===== src/rtl/fifo_sched_pkg.sv =====
// Shared types for the FIFO scheduler: control-register modes, read FSM states
// and the default data width.
package fifo_sched_pkg;

  localparam int unsigned DEF_DW = 16;

  typedef enum logic [1:0] {
    MODE_OFF    = 2'b00,
    MODE_UART   = 2'b01,
    MODE_SMAX   = 2'b10,
    MODE_SHARED = 2'b11
  } mode_e;

  typedef enum logic [1:0] {
    ST_IDLE,
    ST_FETCH,
    ST_CAPT,
    ST_HOLD
  } rd_state_e;

endpackage


===== src/rtl/rr_arb2.sv =====
// Two-requester round-robin arbiter. Grants the requester at or after the
// pointer; on advance the pointer stays on the winner (hold) or moves past it.
module rr_arb2 (
  input  logic       clk,
  input  logic       rst_n,
  input  logic [1:0] req,
  input  logic       hold,
  input  logic       adv,
  output logic [1:0] gnt
);

  logic ptr_q;

  always_comb begin
    gnt = '0;
    if (req[ptr_q])       gnt[ptr_q]  = 1'b1;
    else if (req[~ptr_q]) gnt[~ptr_q] = 1'b1;
  end

  always_ff @(posedge clk or negedge rst_n) begin
    if (!rst_n)             ptr_q <= 1'b0;
    else if (adv && |gnt)   ptr_q <= hold ? gnt[1] : gnt[0];
  end

endmodule


===== src/rtl/fifo_sched.sv =====
// Shares one FIFO read port between the UART and softmax consumers (mode
// selected by control) and round-robins two producers into one FIFO write port.
module fifo_sched
  import fifo_sched_pkg::*;
#(
  parameter int unsigned DW        = DEF_DW,
  parameter int unsigned BURST_LEN = 4
) (
  input  logic          clk,
  input  logic          rst_n,
  input  logic [1:0]    control,
  input  logic [DW-1:0] rd_fifo_data,
  input  logic          rd_fifo_empty,
  output logic          rd_fifo_en,
  output logic [DW-1:0] c0_data,
  output logic          c0_valid,
  input  logic          c0_ready,
  output logic [DW-1:0] c1_data,
  output logic          c1_valid,
  input  logic          c1_ready,
  output logic [DW-1:0] wr_fifo_data,
  output logic          wr_fifo_en,
  input  logic          wr_fifo_full,
  input  logic [DW-1:0] p0_data,
  input  logic          p0_valid,
  output logic          p0_ready,
  input  logic [DW-1:0] p1_data,
  input  logic          p1_valid,
  output logic          p1_ready,
  output logic [15:0]   rd_count,
  output logic          busy
);

  mode_e         mode;
  rd_state_e     state_q, state_d;
  logic [1:0]    elig, rd_gnt, wr_req, wr_gnt;
  logic          start, deliver, sel_d, rd_adv, rd_hold, same;
  logic          gnt_sel_q, shared_q, owner_q;
  logic [DW-1:0] out_q;
  logic [15:0]   rd_count_q;
  logic [7:0]    burst_q, burst_base;

  assign mode = mode_e'(control);

  always_comb begin
    elig = '0;
    unique case (mode)
      MODE_OFF:    elig = '0;
      MODE_UART:   elig = {1'b0, c0_ready};
      MODE_SMAX:   elig = {c1_ready, 1'b0};
      MODE_SHARED: elig = {c1_ready, c0_ready};
    endcase
  end

  assign start   = (state_q == ST_IDLE) && !rd_fifo_empty && (|elig);
  assign deliver = (state_q == ST_HOLD) && (gnt_sel_q ? c1_ready : c0_ready);
  assign sel_d   = (mode == MODE_SHARED) ? rd_gnt[1] : (mode == MODE_SMAX);
  assign rd_adv  = start && (mode == MODE_SHARED);

  // Burst continues only if the grant stays with the previous shared owner;
  // the pointer holds while words remain in the burst after this one.
  assign same       = (rd_gnt[1] == owner_q);
  assign burst_base = same ? burst_q : '0;
  assign rd_hold    = ({1'b0, burst_base} + 9'd1) < 9'(BURST_LEN);

  rr_arb2 u_rd_arb (
    .clk   (clk),
    .rst_n (rst_n),
    .req   ({c1_ready, c0_ready}),
    .hold  (rd_hold),
    .adv   (rd_adv),
    .gnt   (rd_gnt)
  );

  always_ff @(posedge clk or negedge rst_n) begin
    if (!rst_n) state_q <= ST_IDLE;
    else        state_q <= state_d;
  end

  always_comb begin
    state_d    = state_q;
    rd_fifo_en = 1'b0;
    c0_valid   = 1'b0;
    c1_valid   = 1'b0;
    busy       = 1'b1;
    unique case (state_q)
      ST_IDLE: begin
        busy = 1'b0;
        if (start) state_d = ST_FETCH;
      end
      ST_FETCH: begin
        rd_fifo_en = 1'b1;
        state_d    = ST_CAPT;
      end
      ST_CAPT: state_d = ST_HOLD;
      ST_HOLD: begin
        c0_valid = !gnt_sel_q;
        c1_valid = gnt_sel_q;
        if (deliver) state_d = ST_IDLE;
      end
    endcase
  end

  always_ff @(posedge clk or negedge rst_n) begin
    if (!rst_n) begin
      gnt_sel_q  <= 1'b0;
      shared_q   <= 1'b0;
      owner_q    <= 1'b0;
      out_q      <= '0;
      rd_count_q <= '0;
      burst_q    <= '0;
    end else begin
      if (start) begin
        gnt_sel_q <= sel_d;
        shared_q  <= (mode == MODE_SHARED);
      end
      if (rd_adv) begin
        owner_q <= rd_gnt[1];
        if (!same) burst_q <= '0;
      end
      if (state_q == ST_CAPT) out_q <= rd_fifo_data;
      if (deliver) begin
        rd_count_q <= rd_count_q + 16'd1;
        if (shared_q)
          burst_q <= (({1'b0, burst_q} + 9'd1) >= 9'(BURST_LEN)) ? '0 : burst_q + 8'd1;
      end
    end
  end

  assign c0_data  = c0_valid ? out_q : '0;
  assign c1_data  = c1_valid ? out_q : '0;
  assign rd_count = rd_count_q;

  assign wr_req = {p1_valid, p0_valid} & {2{rst_n & ~wr_fifo_full}};

  rr_arb2 u_wr_arb (
    .clk   (clk),
    .rst_n (rst_n),
    .req   (wr_req),
    .hold  (1'b0),
    .adv   (1'b1),
    .gnt   (wr_gnt)
  );

  assign p0_ready     = wr_gnt[0];
  assign p1_ready     = wr_gnt[1];
  assign wr_fifo_en   = |wr_gnt;
  assign wr_fifo_data = wr_gnt[1] ? p1_data : (wr_gnt[0] ? p0_data : '0);

endmodule

===== config.mk =====
export PLATFORM = sky130hd
export DESIGN_NAME = fifo_sched
export DESIGN_NICKNAME = d
export VERILOG_FILES = /design/src/rtl/fifo_sched_pkg.sv /design/src/rtl/rr_arb2.sv /design/src/rtl/fifo_sched.sv
export SDC_FILE = /design/constraint.sdc
export NUM_CORES = 1
export LEC_CHECK = 0
export ABC_AREA = 1
export BUFFER_PORTS_ARGS = -buffer_cell sky130_fd_sc_hd__buf_2
export CORE_MARGIN = 8
export CORE_UTILIZATION = 47
export DETAILED_ROUTE_END_ITERATION = 8
export MAX_ROUTING_LAYER = met4
export PLACE_DENSITY = 0.81
export SYNTH_ARGS = -nofsm -noshare
export SYNTH_HDL_FRONTEND = slang
export SYNTH_SLANG_ARGS = --single-unit

===== constraint.sdc =====
create_clock -name clk -period 1.82 [get_ports clk]
set_input_delay 0 -clock clk [delete_from_list [all_inputs] [get_ports clk]]
set_output_delay 0 -clock clk [all_outputs]
set_load 0.05 [all_outputs]

=== Word level (Yosys, flattened, before mapping) ===
Cells that the tools add are included.

* Output and inout bits: 71
* Bits of input ports: 58
* Register bits after elaboration: 47

* Reductions and logical operators: 17
* $add $sub $neg: 4
* Eq/ne operators: 9
* Multiplexer cells: 40
* Bitwise logic cells: 5
* Magnitude comparators: 10

{| class="wikitable"
|+ Operators with widths
! operator !! count
|-
| $mux W16 || 4
|-
| $mux W8 || 5
|-
| $mux W1 || 19
|-
| $add A8 B1 Y9 const B || 2
|-
| $add A16 B1 Y16 const B || 1
|-
| $pmux W2 S4 || 2
|-
| $mux W2 || 6
|-
| $ge A9 B3 Y1 const B || 1
|-
| $logic_and A1 B1 Y1 || 9
|-
| $lt A9 B3 Y1 const B || 1
|-
| $add A8 B1 Y8 const B || 1
|-
| $eq A2 B2 Y1 const B || 4
|-
| $lt A1 B2 Y1 const B || 4
|-
| $reduce_or A2 Y1 || 3
|-
| $demux W1 S1 || 4
|-
| $eq A2 B1 Y1 const B || 2
|-
| $ge A1 B1 Y1 const B || 4
|-
| $logic_not A2 Y1 || 2
|-
| $ne A2 B2 Y1 const B || 2
|-
| $not A1 Y1 || 3
|-
| $and A2 B2 Y2 || 1
|-
| $logic_not A1 Y1 || 2
|-
| $reduce_and A2 Y1 || 1
|-
| $and A1 B1 Y1 || 1
|-
| $eq A1 B1 Y1 || 1
|}

=== Logic depth before layout (Yosys ltp) ===
Gate-level depths: netlist of the first run.

* Word-level depth: 12
* Depth in mapped cells: 9
* Depth with buffers taken out: 9

=== Hierarchy ===
From an unflattened synthesis of the first run, not the netlist that was laid out.

* Cells, all modules: 417
* Area, all modules: 2851.5 um^2

{| class="wikitable"
|+ By module, submodules not included
! module !! instances !! seq. area each (um^2) !! area each (um^2) !! cells an instance
|-
| fifo_sched || 1 || 1126.1 || 2676.3 || 385
|-
| rr_arb2 || 2 || 25.0 || 87.6 || 16
|}

=== Worst setup path before layout of the first run ===
OpenSTA, ideal clock, no wires.

* Kind: register to output
* Start point: register state_q[0]
* End point: output c0_data[10]
* Setup slack: -0.659 ns
* Data arrival time: 2.479 ns
* Stages on the path, launching flop included: 7
* Cells stage by stage: dfrtp_1 -> ha_1 -> inv_1 -> nor2_1 -> inv_1 -> buf_2 -> nor2_1

* Word-level cells in the longest chain between the ends: 3

{| class="wikitable"
|+ RTL lines
! element !! line !! RTL
|-
| start: declaration || fifo_sched.sv:35 || <nowiki>rd_state_e state_q, state_d;</nowiki>
|-
| start signal: assignment || fifo_sched.sv:77 || <nowiki>else state_q <= state_d;</nowiki>
|-
| $eq A2 B2 Y1 || fifo_sched.sv:86 || <nowiki>unique case (state_q)</nowiki>
|-
| $mux W1 || fifo_sched.sv:86 ||
|-
| named net c0_valid || fifo_sched.sv:16 || <nowiki>output logic c0_valid,</nowiki>
|-
| $mux W16 || fifo_sched.sv:130 || <nowiki>assign c0_data = c0_valid ? out_q : '0;</nowiki>
|-
| end: declaration || fifo_sched.sv:15 || <nowiki>output logic [DW-1:0] c0_data,</nowiki>
|}

The timed path passes the listed nets, and every way through them passes these cells.

=== Worst setup path in the final report of the first run ===
* Start point: input rst_n
* End point: output wr_fifo_data[1]

* Word-level cells in the longest chain between the ends: 8

{| class="wikitable"
|+ RTL lines
! element !! line !! RTL
|-
| start: declaration || fifo_sched.sv:10 || <nowiki>input logic rst_n,</nowiki>
|-
| $and A1 B1 Y1 (*) || fifo_sched.sv:134 || <nowiki>assign wr_req = {p1_valid, p0_valid} & {2{rst_n & ~wr_fifo_full}};</nowiki>
|-
| $and A2 B2 Y2 (*) || fifo_sched.sv:134 ||
|-
| $mux W1 (implied by the code) (2 in series) || rr_arb2.sv:17 || <nowiki>else if (req[~ptr_q]) gnt[~ptr_q] = 1'b1;</nowiki>
|-
| $mux W2 || rr_arb2.sv:17 ||
|-
| $mux W2 (*) || rr_arb2.sv:16 || <nowiki>if (req[ptr_q]) gnt[ptr_q] = 1'b1;</nowiki>
|-
| $mux W16 || fifo_sched.sv:148 || <nowiki>assign wr_fifo_data = wr_gnt[1] ? p1_data : (wr_gnt[0] ? p0_data : '0);</nowiki>
|-
| $mux W16 (*) || fifo_sched.sv:148 ||
|-
| end: declaration || fifo_sched.sv:21 || <nowiki>output logic [DW-1:0] wr_fifo_data,</nowiki>
|}

Every way passes the cells marked *; elsewhere a longest branch is shown, timed or not. The select of a mux whose other input is x is not followed.

==> key figures, run 1 <==
Status
  – Outcome: completed

Worst hold path
  – Hold crit path type: in -> reg
  – Hold Path Stages: 4
  – Worst Hold End: gnt_sel_q
  – HP Start: control[0]

Setup path
  – FF-to-FF Start: state_q[0]
  – Required @ worst endpoint: roughly 1.8 ns
  – FF-to-FF setup slack: 0.18 ns
  – Reg-to-reg endpoint: state_q[0]
  – R2R depth: 8
  – Crit path kind: in -> out
  – CP arrival: between 1.5 and 2 ns
  – Critical path launch point type: primary input
  – CP Max Fanout: 17
  – Worst setup EP type: primary output

Clocking
  – Bufs on Longest Clock Path: 2
  – CTS tree: done
  – CTS sink cnt: between 40 and 50
  – Max H-tree Level: 2
  – CTS buffer count: 5
  – Worst-skew pair later-pin latency: 0.30 ns
  – Clk root buf: clkbuf_8
  – Clock-pin transition on the worst setup and hold timing paths: 0.09 ns

Pwr
  – Reg power frac: 34.3%
  – Logic gate share of total power: 53.2%
  – VDD IR max: 1.11 mV
  – LEAKAGE: 2.08 nW
  – Net Switching: 2.59 mW
  – Net Sw Frac: roughly half
  – Clock Power Share: 12.5%
  – Int Power: around 2.4 mW
  – Power per cell area: about 1300 nW/um^2

Route
  – Residual DRC: 0
  – ANT nets after route: 0
  – WL final: approximately 8000 um
  – Via/cell ratio: 4.93
  – WL/cell: 13.7 um
  – Total number of vias: 2893
  – Drt pass-1 iters: 4
  – DRC marker count from the first detailed-route iteration: 76

Logic synthesis
  – Synth Warn #: 0
  – FF+latch count, synth: 47
  – Post-Syn Area: 2700 um^2
  – Syn Area/Cell: ~7.4 um^2
  – Seq/Total Area, Yosys: a little over two fifths
  – Post-Synthesis Cells: between 300 and 400
  – Synth cell types: 24
  – Syn_nets: roughly 430

Timing
  – Crit path time final: 1.71 ns
  – Setup Skew: approximately 0.0053 ns
  – Final Max Tran Viols: 0
  – Endpoints failing setup: 0
  – RSZ-0062 raised after global routing: yes
  – Achievable Freq: 584 MHz
  – Worst Tran Pin Value: roughly 0.6 ns
  – Final Hold Fails: 0
  – Final Cycle Share: 94.0%
  – Rel. slew slack: 61.1%

GRT
  – Global-route wire length before repair: 13000 um
  – Initial antenna violation count: 1
  – Largest net degree at the start of global routing: 48
  – Vias in the first global route: 2792
  – Total GRT Usage: 19.4%
  – GR Overflow Total: 0

Final layout
  – Layout cells sized above 1: 32.9%
  – Final net count: 579
  – Most frequent cells in the layout: buf_2 (113), nand2_1 (94), inv_1 (52)
  – Area growth syn-to-layout: 40.3%
  – Final Cell Area: 3780 um^2
  – Post-Route Utilization: 68.2%
  – Commonest non-fill, non-tap cell in the layout: buf_2

Place
  – Final weighted congestion in routability-driven placement: 0.837
  – IO buf count: 128
  – Detail Placement HPWL: between 6000 and 7000 um
  – Post-DP Area: 3450 um^2

Flow run
  – Max-Cap Viols: 0

Floorplan
  – # rows: 27
  – Initial core utilization: 48.6%
  – Die ar.: 8410 um^2
  – Die Y: 91.7 um
  – Die W: 91.7 um
  – I/O pin cnt: 129
  – Core ar.: about 5500 um^2
-- layout make-up --
cell class              count  area, um^2
fillers                   475        1760
flip-flops and latches     47        1180
repair buffers            149         881
well taps                  72        90.1
diodes                      1        2.50
multi-input cells         253        1330
clock buffers               5        68.8
clock inverters             3        20.0
inverters                  57         218
-- worst max-delay path by stage --
stage | startpoint | to | slack, ns | cells after the start
detailed placement | state_q[0] | burst_q[6] | 0.18 | 9
CTS | state_q[1] | c0_data[0] | 0.01 | 7
global route | state_q[0] | state_q[1] | -0.03 | 8
finish | rst_n | wr_fifo_data[1] | 0.11 | 8
global placement | state_q[0] | burst_q[2] | 0.28 | 9
floorplan | state_q[0] | c0_data[0] | -0.003 | 5
-- critical path, stage by stage --
cell           delay, ns
dlygate4sd3_1       0.52
buf_2               0.11
inv_1               0.07
nor2_1              0.24
nand3_2             0.17
inv_4               0.18
a22o_1              0.17
buf_2               0.26
-- state kept, by name (all words and copies together), names as in the netlist --
name            count
burst_q             8
gnt_sel_q           1
out_q              16
owner_q             1
rd_count           16
shared_q            1
state_q             2
u_rd_arb.ptr_q      1
u_wr_arb.ptr_q      1
-- per-stage QoR --
step                      power (mW)  instances  setup TNS [ns]  worst slack, ns  hold WS [ns]
after global placement          4.22        560               0            0.282         0.144
after global routing            5.40        587         -0.0506          -0.0288        0.0767
final                           5.02        587               0            0.109        0.0467
after floorplan                 3.65        365         -0.0165         -0.00275        -0.296
after detailed placement        4.31        560               0            0.181         0.154
after CTS                       5.03        586               0           0.0144        0.0351
-- per-layer routing --
layer	track usage [%]	wire, um	up-vias
met4	7.92	201	0
met5	-	0	-
met3	4.65	613	16
met1	20.8	3220	1323
li1	-	-	1436
met2	33.6	4000	118
-- Yosys cell counts --
cell / instances / area share, %
nand2_1: 95 / 13
nor2_1: 62 / 8.6
inv_1: 52 / 7.2
dfrtp_1: 47 / 44
o21ai_0: 28 / 5.2
a22o_1: 16 / 5.2
nand3_1: 14 / 2.6
ha_1: 8 / 3.7
nand4_1: 7 / 1.6
clkbuf_1: 4 / 0.56
inv_2: 4 / 0.56
nor2_2: 4 / 0.93
o21ai_1: 4 / 0.74
xnor2_1: 4 / 1.3
xor2_1: 4 / 1.3
buf_2: 2 / 0.37
buf_4: 2 / 0.56
nand2_2: 2 / 0.46
clkinv_1: 1 / 0.14
nand3_2: 1 / 0.37
nand3_4: 1 / 0.65
nor2_4: 1 / 0.42
nor3_1: 1 / 0.19
nor3_2: 1 / 0.37
-- power by group through the flow --
stage,registers (mW),clock network (mW),logic [mW]
3_5_place_dp,1.73,0,2.57
5_1_grt,1.77,0.691,2.93
6_report,1.72,0.627,2.67
4_1_cts,1.71,0.650,2.67
3_3_place_gp,1.71,0,2.52
2_1_floorplan,1.94,0,1.71
-- logic make-up after synthesis --
| group | after synthesis | share of synthesized area (%) |
|---|---|---|
| adders and majority gates | 8 | 3.71 |
| buffers and inverters | 65 | 9.42 |
| AOI/OAI and AO/OA | 48 | 11.1 |
| DFF | 47 | 43.6 |
| xor gates and xnor gates | 8 | 2.60 |
| and+or+nand+nor | 189 | 29.5 |
-- repair_timing --
action	CTS	global route
endpoints found under the hold margin	64	0
pin swaps	0	0
resized for setup	17	5
setup buffers	0	0
hold buffers	18	0
setup endpoints to repair	24	40
No activity file was read; power rests on OpenSTA's default activity.
==> run 2, diff against run 1 <==
PLACE_DENSITY = not set   (was 0.81)
PLACE_DENSITY_LB_ADDON = 0.08   (was not set)
RECOVER_POWER = 50   (was not set)
==> key figures, run 2 (synthesis results as in run 1) <==
Status
  – Outcome: completed (unchanged)

Timing
  – Worst setup margin: 0.102 ns (was 0.109 ns)
  – Crit path time final: 1.72 ns (was 1.71 ns)
  – Final Max Tran Viols: 0 (unchanged)
  – Final Hold Fails: 0 (unchanged)
  – Endpoints failing setup: 0 (unchanged)
  – Final Cycle Share: 94.4% (was 94.0%)
  – Worst Tran Pin Value: 1.16 ns (was 0.583 ns)
  – Setup Skew: 0.00759 ns (was 0.00529 ns)
  – Achievable Freq: 582 MHz (was 584 MHz)
  – Rel. slew slack: 22.4% (was 61.1%)

GRT
  – Vias in the first global route: 2950 (was 2792)
  – M3 GR Usage: 5.79% (was 4.65%)
  – GRT met1 Usage: 20.5% (was 20.8%)
  – Largest net degree at the start of global routing: 48 (unchanged)
  – GRT busiest layer: met2 (unchanged)
  – Met2 usage: 34.3% (was 33.6%)
  – Initial antenna violation count: 1 (unchanged)
  – Global-route wire length before repair: 13400 um (was 13000 um)
  – Total GRT Usage: 19.5% (was 19.4%)
  – GR Overflow Total: 0 (unchanged)

Route
  – Residual DRC: 0 (unchanged)
  – Via/cell ratio: 4.85 (was 4.93)
  – WL final: 8080 um (was 8030 um)
  – ANT nets after route: 0 (unchanged)
  – Drt pass-1 iters: 4 (unchanged)
  – Total number of vias: 2851 (was 2893)
  – WL/cell: 13.7 um (about the same)
  – DRC marker count from the first detailed-route iteration: 68 (was 76)

Setup path
  – CP Max Fanout: 15 (was 17)
  – Crit path kind: reg -> out (was in -> out)
  – CP arrival: 1.72 ns (was 1.71 ns)
  – FF-to-FF setup slack: 0.25 ns (was 0.18 ns)
  – Critical path launch point type: flop (was primary input)
  – Worst setup EP type: primary output (unchanged)
  – Required @ worst endpoint: 1.82 ns (about the same)

Place
  – Final weighted congestion in routability-driven placement: 0.845 (was 0.837)
  – IO buf count: 128 (unchanged)
  – Detail Placement HPWL: 6050 um (was 6160 um)
  – Setup WS pre-CTS: 0.0782 ns (was 0.181 ns)

Clocking
  – CTS tree: done (unchanged)
  – Bufs on Longest Clock Path: 2 (unchanged)
  – Clock-pin transition on the worst setup and hold timing paths: 0.07 ns (was 0.09 ns)
  – Clk root buf: clkbuf_8 (unchanged)
  – CTS sink cnt: 47 (unchanged)
  – Max H-tree Level: 2 (unchanged)
  – CTS buffer count: 5 (unchanged)
  – Worst-skew pair later-pin latency: 0.29 ns (was 0.30 ns)

Floorplan
  – Die ar.: 8410 um^2 (unchanged)
  – Initial core utilization: 48.6% (unchanged)
  – Core ar.: 5540 um^2 (unchanged)
  – Die Y: 91.7 um (unchanged)
  – # rows: 27 (unchanged)
  – I/O pin cnt: 129 (unchanged)
  – Die W: 91.7 um (unchanged)

Final layout
  – Layout cells sized above 1: 29.7% (was 32.9%)
  – Commonest non-fill, non-tap cell in the layout: buf_2 (unchanged)
  – Most frequent cells in the layout: buf_2 (96), nand2_1 (94), inv_1 (51), nor2_1 (51), dfrtp_1 (45) (was buf_2 (113), nand2_1 (94), inv_1 (52))
  – Final net count: 582 (was 579)
  – Area growth syn-to-layout: 39.7% (was 40.3%)
  – Post-Route Utilization: 68.0% (was 68.2%)

Pwr
  – Net Sw Frac: 51.3% (was 51.7%)
  – Net Switching: 2.55 mW (was 2.59 mW)
  – Power per cell area: 1320 nW/um^2 (was 1330 nW/um^2)
  – Int Power: 2.42 mW (about the same)
  – VDD IR max: 0.887 mV (was 1.11 mV)
  – Reg power frac: 34.7% (was 34.3%)
  – Total power draw: 4.97 mW (was 5.02 mW)
  – LEAKAGE: 2.02 nW (was 2.08 nW)
  – Logic gate share of total power: 53.8% (was 53.2%)
  – Clock Power Share: 11.5% (was 12.5%)

Worst hold path
  – Hold crit path type: in -> reg (unchanged)

Flow run
  – Max-Cap Viols: 0 (unchanged)
run 2: cell count changes in the layout (fill, tap and decap cells not counted), moves of 2 or more:
cell      change
dfrtp_2       +2
clkbuf_1     +18
dfrtp_1       -2
clkbuf_4      +3
buf_2        -17
buf_4         -2
run 2: stage by stage:
step                cell area [um^2]  cells  setup TNS, ns  hold slack [ns]
finish                          3770    588              0           0.0373
global route                    3770    588        -0.0170           0.0632
CTS                             3740    586        -0.0269           0.0168
detailed placement              3450    560              0            0.181
global placement                3450    560              0            0.175
floorplan                       2730    365        -0.0165           -0.296
run 2: power by group through the flow:
stage / registers, mW / logic [mW] / clock network [mW]
6_report: 1.72 / 2.67 / 0.573
4_1_cts: 1.70 / 2.65 / 0.611
2_1_floorplan: 1.94 / 1.71 / 0
3_5_place_dp: 1.72 / 2.56 / 0
3_3_place_gp: 1.70 / 2.51 / 0
5_1_grt: 1.77 / 2.96 / 0.634
run 2: final timing paths:
| path | start | cells after the start | end |
|---|---|---|---|
| worst max-delay path | state_q[0] | 7 | c0_data[7] |
| worst min-delay path | control[0] | 4 | gnt_sel_q |
| worst max register to register | state_q[0] | 8 | state_q[1] |
| worst min register to register | burst_q[6] | 2 | burst_q[6] |
| max in group asynchronous | rst_n | 3 | state_q[0] |
| min in group asynchronous | rst_n | 3 | rd_count[8] |
run 2: routing by layer:
layer / up-vias / share of wire [%]
li1: 1436 / -
met1: 1287 / 39
met2: 111 / 50
met3: 17 / 8.6
met4: 0 / 2.5
met5: - / 0
run 2: final cells by class:
type	instances	area, um^2
inverter	57	221
tap	72	90.1
fill	506	1770
multi-input combinational	253	1320
antenna	1	2.50
timing repair buffer	152	883
sequential	47	1180
clock buffer	6	72.6
run 2: what timing repair did:
action,CTS,global route
hold endpoints to repair,64,0
buffers inserted,2,1
gates resized for setup,9,21
endpoints found under the setup margin,33,34
hold buffers,18,0
run 2: worst max-delay path, stage by stage, from the launching register on:
cell,delay [ns]
dfrtp_2,0.42
ha_4,0.18
inv_1,0.07
nor2_4,0.11
clkinvlp_4,0.09
buf_4,0.21
nor2_2,0.11
clkbuf_4,0.24
==> run 3, diff against run 2 <==
REMOVE_ABC_BUFFERS = 1   (was not set)
==> key figures, run 3 (synthesis results as in run 1) <==
GRT
  – GRT met1 Usage: 21.0% (was 20.5%)
  – Initial antenna violation count: 0 (was 1)
  – Met2 usage: 31.2% (was 34.3%)
  – Vias in the first global route: 2695 (was 2950)
  – Global-route wire length before repair: 12700 um (was 13400 um)
  – Total GRT Usage: 18.6% (was 19.5%)
  – M3 GR Usage: 5.46% (was 5.79%)
  – GRT busiest layer: met2 (unchanged)
  – Largest net degree at the start of global routing: 48 (unchanged)
  – GR Overflow Total: 0 (unchanged)

Floorplan
  – Initial core utilization: 48.6% (unchanged)
  – Die W: 91.7 um (unchanged)
  – # rows: 27 (unchanged)
  – I/O pin cnt: 129 (unchanged)
  – Die Y: 91.7 um (unchanged)
  – Core ar.: 5540 um^2 (unchanged)
  – Die ar.: 8410 um^2 (unchanged)

Clocking
  – CTS buffer count: 5 (unchanged)
  – CTS tree: done (unchanged)
  – Worst-skew pair later-pin latency: 0.30 ns (was 0.29 ns)
  – CTS sink cnt: 47 (unchanged)
  – Max H-tree Level: 2 (unchanged)
  – Clk root buf: clkbuf_8 (unchanged)
  – Clock-pin transition on the worst setup and hold timing paths: 0.08 ns (was 0.07 ns)
  – Bufs on Longest Clock Path: 2 (unchanged)

Route
  – ANT nets after route: 0 (unchanged)
  – Via/cell ratio: 4.80 (was 4.85)
  – WL final: 7890 um (was 8080 um)
  – Residual DRC: 0 (unchanged)
  – Total number of vias: 2815 (was 2851)
  – DRC marker count from the first detailed-route iteration: 146 (was 68)
  – WL/cell: 13.4 um (was 13.7 um)
  – Drt pass-1 iters: 4 (unchanged)

Setup path
  – Reg-to-reg endpoint: state_q[0] (was state_q[1])
  – FF-to-FF Start: state_q[0] (unchanged)
  – Critical Path Sink: wr_fifo_data[1] (was c0_data[7])
  – R2R depth: 8 (unchanged)
  – Critical path launch point type: primary input (was flop)
  – CP Max Fanout: 17 (was 15)
  – Worst setup EP type: primary output (unchanged)
  – FF-to-FF setup slack: 0.29 ns (was 0.25 ns)
  – Crit path kind: in -> out (was reg -> out)
  – Critical path startpoint: rst_n (was state_q[0])
  – Required @ worst endpoint: 1.82 ns (about the same)
  – CP arrival: 1.71 ns (was 1.72 ns)

Pwr
  – VDD IR max: 0.799 mV (was 0.887 mV)
  – LEAKAGE: 2.02 nW (about the same)
  – Power per cell area: 1340 nW/um^2 (was 1320 nW/um^2)
  – Net Switching: 2.49 mW (was 2.55 mW)
  – Logic gate share of total power: 51.7% (was 53.8%)
  – Clock Power Share: 13.7% (was 11.5%)
  – Total power draw: 4.98 mW (was 4.97 mW)
  – Reg power frac: 34.5% (was 34.7%)
  – Net Sw Frac: 50.0% (was 51.3%)
  – Int Power: 2.49 mW (was 2.42 mW)

Timing
  – Worst setup margin: 0.109 ns (was 0.102 ns)
  – Endpoints failing setup: 0 (unchanged)
  – Final Hold Fails: 0 (unchanged)
  – Rel. slew slack: 23.2% (was 22.4%)
  – Final Max Tran Viols: 0 (unchanged)
  – Crit path time final: 1.71 ns (was 1.72 ns)
  – Setup Skew: 0.00569 ns (was 0.00759 ns)
  – Final Cycle Share: 94.0% (was 94.4%)
  – Achievable Freq: 585 MHz (was 582 MHz)
  – RSZ-0062 raised after global routing: no
  – Worst Tran Pin Value: 1.15 ns (was 1.16 ns)

Flow run
  – Max-Cap Viols: 0 (unchanged)

Place
  – Detail Placement HPWL: 5920 um (was 6050 um)
  – Setup WS pre-CTS: 0.260 ns (was 0.0782 ns)
  – Final weighted congestion in routability-driven placement: 0.857 (was 0.845)
  – IO buf count: 128 (unchanged)
  – Post-DP Area: 3430 um^2 (was 3450 um^2)

Final layout
  – Layout cells sized above 1: 26.4% (was 29.7%)
  – Area of the multi-input gates: 1270 um^2 (was 1320 um^2)
  – Area growth syn-to-layout: 38.5% (was 39.7%)
  – Reg area: 1180 um^2 (unchanged)
  – Commonest non-fill, non-tap cell in the layout: buf_2 (unchanged)
  – Final Cell Area: 3730 um^2 (was 3770 um^2)
  – Number of fill cells: 511 (was 506)
  – Most frequent cells in the layout: buf_2 (95), nand2_1 (94), nor2_1 (64) (was buf_2 (96), nand2_1 (94), inv_1 (51), nor2_1 (51), dfrtp_1 (45))
  – Final net count: 580 (was 582)
  – Post-Route Utilization: 67.4% (was 68.0%)
  – Antenna Diode Count: 0 (was 1)

Worst hold path
  – Hold crit path type: in -> reg (unchanged)

Status
  – Outcome: completed (unchanged)
[run 3: stage by stage]
stage / hold WS (ns) / std cells / TNS, ns
after floorplan: -0.296 / 357 / -10.66
after global placement: 0.142 / 561 / 0
after detailed placement: 0.152 / 561 / 0
after CTS: 0.0120 / 587 / 0
after global routing: 0.0783 / 587 / 0
final: 0.0165 / 587 / 0
[run 3: power groups by stage]
stage / clock network, mW / registers, mW / logic, mW
2_1_floorplan: 0 / 1.94 / 1.62
3_5_place_dp: 0 / 1.72 / 2.53
4_1_cts: 0.713 / 1.70 / 2.61
3_3_place_gp: 0 / 1.70 / 2.49
5_1_grt: 0.747 / 1.77 / 2.84
6_report: 0.683 / 1.72 / 2.58
[run 3: final cells by class]
class / count / area share, %
Sequential cell: 47 / 31.6
Inverter: 57 / 5.83
Timing Repair Buffer: 150 / 23.5
Clock buffer: 8 / 2.68
Multi-Input combinational cell: 253 / 34.0
Tap cell: 72 / 2.41
[run 3: how the worst min path moves through the flow]
stage                     from             end  slack, ns  depth (start not counted)
finish              control[0]       gnt_sel_q       0.02                          4
global route          p0_valid  u_wr_arb.ptr_q       0.08                          3
CTS                 control[0]       gnt_sel_q       0.01                          4
detailed placement       rst_n     rd_count[7]       0.15                          2
global placement         rst_n     rd_count[4]       0.14                          2
floorplan                rst_n      burst_q[0]      -0.30                          0
[run 3: critical path: stages]
cell and delay [ns]:
dlygate4sd3_1 0.52, buf_2 0.11, inv_1 0.05, nor2_1 0.17
nand3_1 0.15, inv_2 0.25, a22o_1 0.20, buf_2 0.27
[run 3: timing repair]
item,CTS,global route
setup buffers,0,0
hold endpoints to repair,64,0
resized for setup,16,5
setup endpoints to repair,16,37
hold buffers,18,0
[run 3: routing by layer]
| metal | share of wire (%) | vias up |
|---|---|---|
| met4 | 1.9 | 0 |
| met1 | 43 | 1264 |
| met5 | 0 | - |
| li1 | - | 1433 |
| met3 | 7.4 | 14 |
| met2 | 48 | 104 |
